===== config.mk =====
export PLATFORM = sky130hd
export DESIGN_NAME = branch_predict_unit
export DESIGN_NICKNAME = d
export VERILOG_FILES = /design/src/rtl/branch_predict_unit.sv
export SDC_FILE = /design/constraint.sdc
export NUM_CORES = 1
export LEC_CHECK = 0
export CAP_MARGIN = 30
export CORE_ASPECT_RATIO = 1.75
export CORE_MARGIN = 2
export CORE_UTILIZATION = 55
export DETAILED_ROUTE_END_ITERATION = 10
export PLACE_DENSITY_LB_ADDON = 0.15
export SETUP_SLACK_MARGIN = 0.1
export SLEW_MARGIN = 20
export SYNTH_ARGS = -nofsm -noshare
export SYNTH_HDL_FRONTEND = slang
export SYNTH_SLANG_ARGS = --single-unit

===== constraint.sdc =====
create_clock -name clk -period 6.4 [get_ports clk]
set_input_delay 0.96 -clock clk [delete_from_list [all_inputs] [get_ports clk]]
set_output_delay 0.96 -clock clk [all_outputs]
set_load 0.005 [all_outputs]

===== src/rtl/branch_predict_unit.sv =====
// rtl/branch_predict_unit.sv - EX branch resolver with direct-mapped BTB and 2-bit direction counters
//
// Purpose:
//   IF reads the BTB combinationally on IF_PC to steer fetch. EX resolves the
//   control instruction in flight against the prediction it carried, raises a
//   redirect on mispredict and trains the BTB at the clock edge.
//
// Ports:
//   clk, reset                 clock, synchronous active-high reset
//   IF_PC                      fetch PC to predict
//   PredTaken, PredTarget      prediction for IF_PC (target 0 when not taken)
//   ResValid                   EX holds a live instruction
//   Cur_PC, Imm                EX instruction PC and immediate
//   Branch, JalrSel, Jump      EX control type
//   AluResult                  compare result in bit 0, or JALR target
//   PredTakenEx, PredTargetEx  prediction made for this instruction at IF
//   PC_Imm, PC_Four            computed taken target and fall-through PC
//   BrPC, PcSel                redirect target and redirect strobe
//   BrCount, MissCount         resolved-control and mispredict counters
//                              (present only when BRANCH_STATS_EN is defined)
//
// Optional feature macro: BRANCH_STATS_EN

module branch_predict_unit #(
    parameter int PC_W      = 9,
    parameter int BTB_DEPTH = 16
) (
    input  logic            clk,
    input  logic            reset,
    input  logic [PC_W-1:0] IF_PC,
    output logic            PredTaken,
    output logic [31:0]     PredTarget,
    input  logic            ResValid,
    input  logic [PC_W-1:0] Cur_PC,
    input  logic [31:0]     Imm,
    input  logic            Branch,
    input  logic            JalrSel,
    input  logic            Jump,
    input  logic [31:0]     AluResult,
    input  logic            PredTakenEx,
    input  logic [31:0]     PredTargetEx,
    output logic [31:0]     PC_Imm,
    output logic [31:0]     PC_Four,
    output logic [31:0]     BrPC,
`ifdef BRANCH_STATS_EN
    output logic            PcSel,
    output logic [31:0]     BrCount,
    output logic [31:0]     MissCount
`else
    output logic            PcSel
`endif
);

    localparam int IDX_W = $clog2(BTB_DEPTH);
    localparam int TAG_W = PC_W - IDX_W - 2;

    logic             valid_q  [BTB_DEPTH];
    logic [TAG_W-1:0] tag_q    [BTB_DEPTH];
    logic [31:0]      target_q [BTB_DEPTH];
    logic [1:0]       ctr_q    [BTB_DEPTH];

    // Instruction alignment bits never select a BTB entry.
    logic unused_if_lsb;
    assign unused_if_lsb = ^IF_PC[1:0];

    // ---------------- Predict ----------------
    logic [IDX_W-1:0] f_idx;
    logic [TAG_W-1:0] f_tag;
    logic             f_take;

    assign f_idx = IF_PC[IDX_W+1:2];
    assign f_tag = IF_PC[PC_W-1:IDX_W+2];

    // Reset gates the read so the outputs are defined before the first
    // reset edge has cleared the table.
    assign f_take     = !reset && valid_q[f_idx] && (tag_q[f_idx] == f_tag) && ctr_q[f_idx][1];
    assign PredTaken  = f_take;
    assign PredTarget = f_take ? target_q[f_idx] : 32'd0;

    // ---------------- Resolve ----------------
    logic [31:0]      cur_pc_ext;
    logic             is_ctl;
    logic             taken;
    logic             mispredict;
    logic [IDX_W-1:0] r_idx;
    logic [TAG_W-1:0] r_tag;
    logic             r_hit;

    assign cur_pc_ext = {{(32-PC_W){1'b0}}, Cur_PC};
    assign PC_Imm     = JalrSel ? AluResult : (cur_pc_ext + Imm);
    assign PC_Four    = cur_pc_ext + 32'd4;

    assign is_ctl = Branch | JalrSel | Jump;
    assign taken  = (Branch & AluResult[0]) | JalrSel | Jump;

    assign mispredict = ResValid && ((taken != PredTakenEx) ||
                                     (taken && (PredTargetEx != PC_Imm)));

    assign PcSel = mispredict;
    assign BrPC  = mispredict ? (taken ? PC_Imm : PC_Four) : 32'd0;

    assign r_idx = Cur_PC[IDX_W+1:2];
    assign r_tag = Cur_PC[PC_W-1:IDX_W+2];
    assign r_hit = valid_q[r_idx] && (tag_q[r_idx] == r_tag);

    logic train;
    logic alias_kill;
    logic force_strong;

    assign train        = ResValid && is_ctl;
    // A non-control instruction predicted taken means another PC's entry
    // aliased onto it; drop that entry so it stops misleading fetch.
    assign alias_kill   = ResValid && !is_ctl && PredTakenEx;
    assign force_strong = Jump | JalrSel;

    // ---------------- Train ----------------
    always_ff @(posedge clk) begin
        if (reset) begin
            for (int i = 0; i < BTB_DEPTH; i++) begin
                valid_q[i]  <= 1'b0;
                tag_q[i]    <= '0;
                target_q[i] <= 32'd0;
                ctr_q[i]    <= 2'b01;
            end
        end else if (train) begin
            if (!r_hit) begin
                valid_q[r_idx]  <= 1'b1;
                tag_q[r_idx]    <= r_tag;
                target_q[r_idx] <= PC_Imm;
                ctr_q[r_idx]    <= force_strong ? 2'b11 : (taken ? 2'b10 : 2'b01);
            end else begin
                if (force_strong)
                    ctr_q[r_idx] <= 2'b11;
                else if (taken)
                    ctr_q[r_idx] <= (ctr_q[r_idx] == 2'b11) ? 2'b11 : ctr_q[r_idx] + 2'd1;
                else
                    ctr_q[r_idx] <= (ctr_q[r_idx] == 2'b00) ? 2'b00 : ctr_q[r_idx] - 2'd1;
                if (taken)
                    target_q[r_idx] <= PC_Imm;
            end
        end else if (alias_kill) begin
            valid_q[r_idx] <= 1'b0;
        end
    end

`ifdef BRANCH_STATS_EN
    always_ff @(posedge clk) begin
        if (reset) begin
            BrCount   <= 32'd0;
            MissCount <= 32'd0;
        end else begin
            if (train && (BrCount != 32'hFFFF_FFFF))
                BrCount <= BrCount + 32'd1;
            if (mispredict && (MissCount != 32'hFFFF_FFFF))
                MissCount <= MissCount + 32'd1;
        end
    end
`endif

endmodule


==> metrics <==
status=finished clean; Initial Utilization=55.56%; GPL Wtd Cong=0.9226; Max Cap Viol=0; slowest stage delay, CP=0.52 ns; largest net degree at the start of global routing=101; final-report hold violation count=0; drc violations=0; number of global-route vias before repair=21090; Avg WL per Cell=30.34 um; Rel. slew slack=36.45%; Post-Layout Cell Count=3223; initial antenna violation count=3; worst endpoint required time=5.44 ns; Antenna Nets Post-Route=0; Setup TNS=0 ns; Tcrit/Tclk final=96.40%; layout cell share with drive strength beyond 1=18.89%; combinational share of power=14.3%; Root Buffer=clkbuf_16; DR vias=20870; EDFF count, synth=608; critical path's slowest cell=clkdlybuf4s50_1; Rows=114; CP Class=input port to output port; Pint=6805 uW; Achievable Freq=162.1 MHz; Leakage=0.01226 uW; CP cell instances=clkdlybuf4s50_1 -> ha_1 -> inv_1 -> fa_1 -> nand2b_4 -> a21oi_2 -> o22ai_4 -> o21ai_1 -> buf_4 -> mux2i_1 -> o2111ai_1 -> a2111oi_2 -> buf_4 -> nand4_1 -> nor4_4 -> buf_4 -> clkbuf_16 -> nor3_1 -> clkdlybuf4s50_1; Synthesis Warnings=0; die area=57740 um2; synth unique cells=73; drt total wl=97.79 mm; RSZ-0062 raised after global routing=false; predominant post-synthesis flop cell=edfxtp_1; DP Cell Count=3121; clock buffer depth=3; Peak VDD IR=218.4 uV; CP most frequent cell=buf_4; Via density=6.475; CP arrival=5.21 ns; final setup skew=0.03429 ns; later-pin clock latency in the skew report=0.61 ns; Chip Width=182.5 um; I/O Buffers=226; HPWL after DPL=65.07 mm; core area=55200 um2; Setup WS pre-CTS=0.3250 ns; Final nets=2620; Syn Area/Cell=13.36 um2; global-route wire length before repair=140.1 mm; Final WS setup=0.2301 ns; Synth async-reset ratio=0%; switch share=24.81%; grt total ovfl=0; CTS tree=yes; setup violators final=0; hold_ws=1.221 ns; Setup crit end kind=output port; first-iteration detailed-routing DRC count=2703; P&R area growth vs syn=16.17%; Layout fillers=4072; Sw Pwr=2245 uW; Reg power frac=51.6%; most frequent cells in the layout=608 x edfxtp_1, 583 x nor2_1, 219 x clkdlybuf4s50_1; H-tree depth=2; GR Util All Layers=34.11%; pwr dens=254.0 nW/um2; power share of the clock group=34.1%; Die H=316.4 um; CTS Sinks=608; I/O pin count=251; Worst Hold Class=input port to flop; commonest non-fill, non-tap cell in the layout=edfxtp_1; post-synthesis cell count=2296; CP max FO=16; Worst-path clk slew=0.06 ns; synthesis-stage register bit count=608; pins over their slew limit=0; Worst Tran Pin Value=0.9508 ns; Post-Syn Area=30670 um2; post-synthesis sequential area ratio=59.53%; CTS Buf Count=53; Pre-Repair DR Iteration Count=5; CP Launch Type=input port; min cycle time layout=6.170 ns
## power groups by stage
stage          registers [uW]  clock network [uW]  logic (uW)
3_3_place_gp             4730                   0        1260
6_report                 4670                3080        1300
4_1_cts                  4670                3090        1280
3_5_place_dp             4750                   0        1280
5_1_grt                  4680                3240        1360
2_1_floorplan            4730                   0         733
## stage by stage
| step | total power (uW) | cell area, um2 | util [%] |
|---|---|---|---|
| after floorplan | 5459 | 30750 | - |
| after global placement | 5994 | 33780 | 61.19 |
| after detailed placement | 6030 | 33890 | 61.39 |
| after CTS | 9044 | 35500 | 64.30 |
| after global routing | 9281 | 35630 | 64.55 |
| final | 9050 | 35630 | 64.55 |
## cell families after synthesis
kind of cell	after synthesis	synth area share (%)
and+or+nand+nor	924	13.54
DFF	608	59.53
buffers and inverters	279	4.406
muxes	224	15.85
AOI/OAI and AO/OA	169	3.867
xor gates and xnor gates	77	2.199
adders and majority gates	14	0.5956
other	1	0.01223
## critical path: cells and delay by family
kind	cells	cell delay, ns
AND/OR/NAND/NOR	4	0.73
adder cells (fa/ha/maj)	2	0.61
buffers and inverters	7	1.76
multiplexers	1	0.20
AO/OA/AOI/OAI	5	0.96
## path summary, 6_finish.rpt
path              cells after the start          from               to  slack [ns]
setup / recovery                     19     Cur_PC[0]         BrPC[20]        0.23
hold / removal                        3         reset       valid_q[4]        1.22
setup reg to reg                      9   tag_q[0][2]  target_q[15][0]        1.92
hold reg to reg                       7  ctr_q[12][0]      ctr_q[9][1]        1.46
## layout make-up
class / instances / area, um2 / area share, %
diodes: 2 / 5.005 / 0.01405
inverters: 55 / 206.4 / 0.5794
clock inverters: 26 / 222.7 / 0.6251
multi-input cells: 1430 / 11440 / 32.11
clock buffers: 69 / 1386 / 3.891
repair buffers: 337 / 3238 / 9.088
well taps: 696 / 870.8 / 2.444
flip-flops and latches: 608 / 18260 / 51.24
## per-layer routing
layer	share of wire, %	wire length, um	vias up	track usage [%]
met4	5.3	5223	0	16.18
met2	53	52170	1257	61.74
met5	0	0	-	0
met1	34	32880	10580	41.06
li1	-	-	8787	-
met3	7.7	7519	246	3.457
## Yosys cell counts (5+ instances only)
| cell type | number | area share (%) |
|---|---|---|
| ha_1 | 13 | 0.53 |
| xor2_1 | 25 | 0.71 |
| nor2b_1 | 37 | 0.75 |
| nand3_2 | 10 | 0.33 |
| a31oi_1 | 13 | 0.27 |
| or2_2 | 19 | 0.39 |
| buf_4 | 57 | 1.4 |
| a21oi_1 | 31 | 0.51 |
| o21bai_1 | 48 | 1.2 |
| mux4_2 | 205 | 15 |
| o21ai_0 | 14 | 0.23 |
| nor2_1 | 583 | 7.1 |
| a2111oi_0 | 5 | 0.14 |
| nand2b_1 | 6 | 0.12 |
| inv_1 | 55 | 0.67 |
| nand4_1 | 32 | 0.65 |
| clkbuf_1 | 100 | 1.2 |
| a311oi_1 | 5 | 0.14 |
| and2_1 | 50 | 1.0 |
| mux2i_1 | 13 | 0.42 |
| xnor2_1 | 52 | 1.5 |
| nand3_1 | 38 | 0.62 |
| buf_1 | 10 | 0.12 |
| nor3_1 | 57 | 0.93 |
| or3_1 | 5 | 0.10 |
| buf_2 | 52 | 0.85 |
| and3_1 | 7 | 0.14 |
| a211oi_1 | 10 | 0.24 |
| nand2_1 | 62 | 0.76 |
| edfxtp_1 | 608 | 60 |
## state kept, by name, summed over array words and instances, names as in the netlist
signal,cells
tag_q,48
target_q,512
valid_q,16
ctr_q,32
## what timing repair did
| action | 4_1_cts | 5_1_grt |
|---|---|---|
| setup buffers | 0 | 1 |
| hold buffers | 0 | 0 |
| gates resized for setup | 0 | 10 |
| endpoints found under the setup margin | 0 | 33 |
No activity file was read; power rests on OpenSTA's default activity.
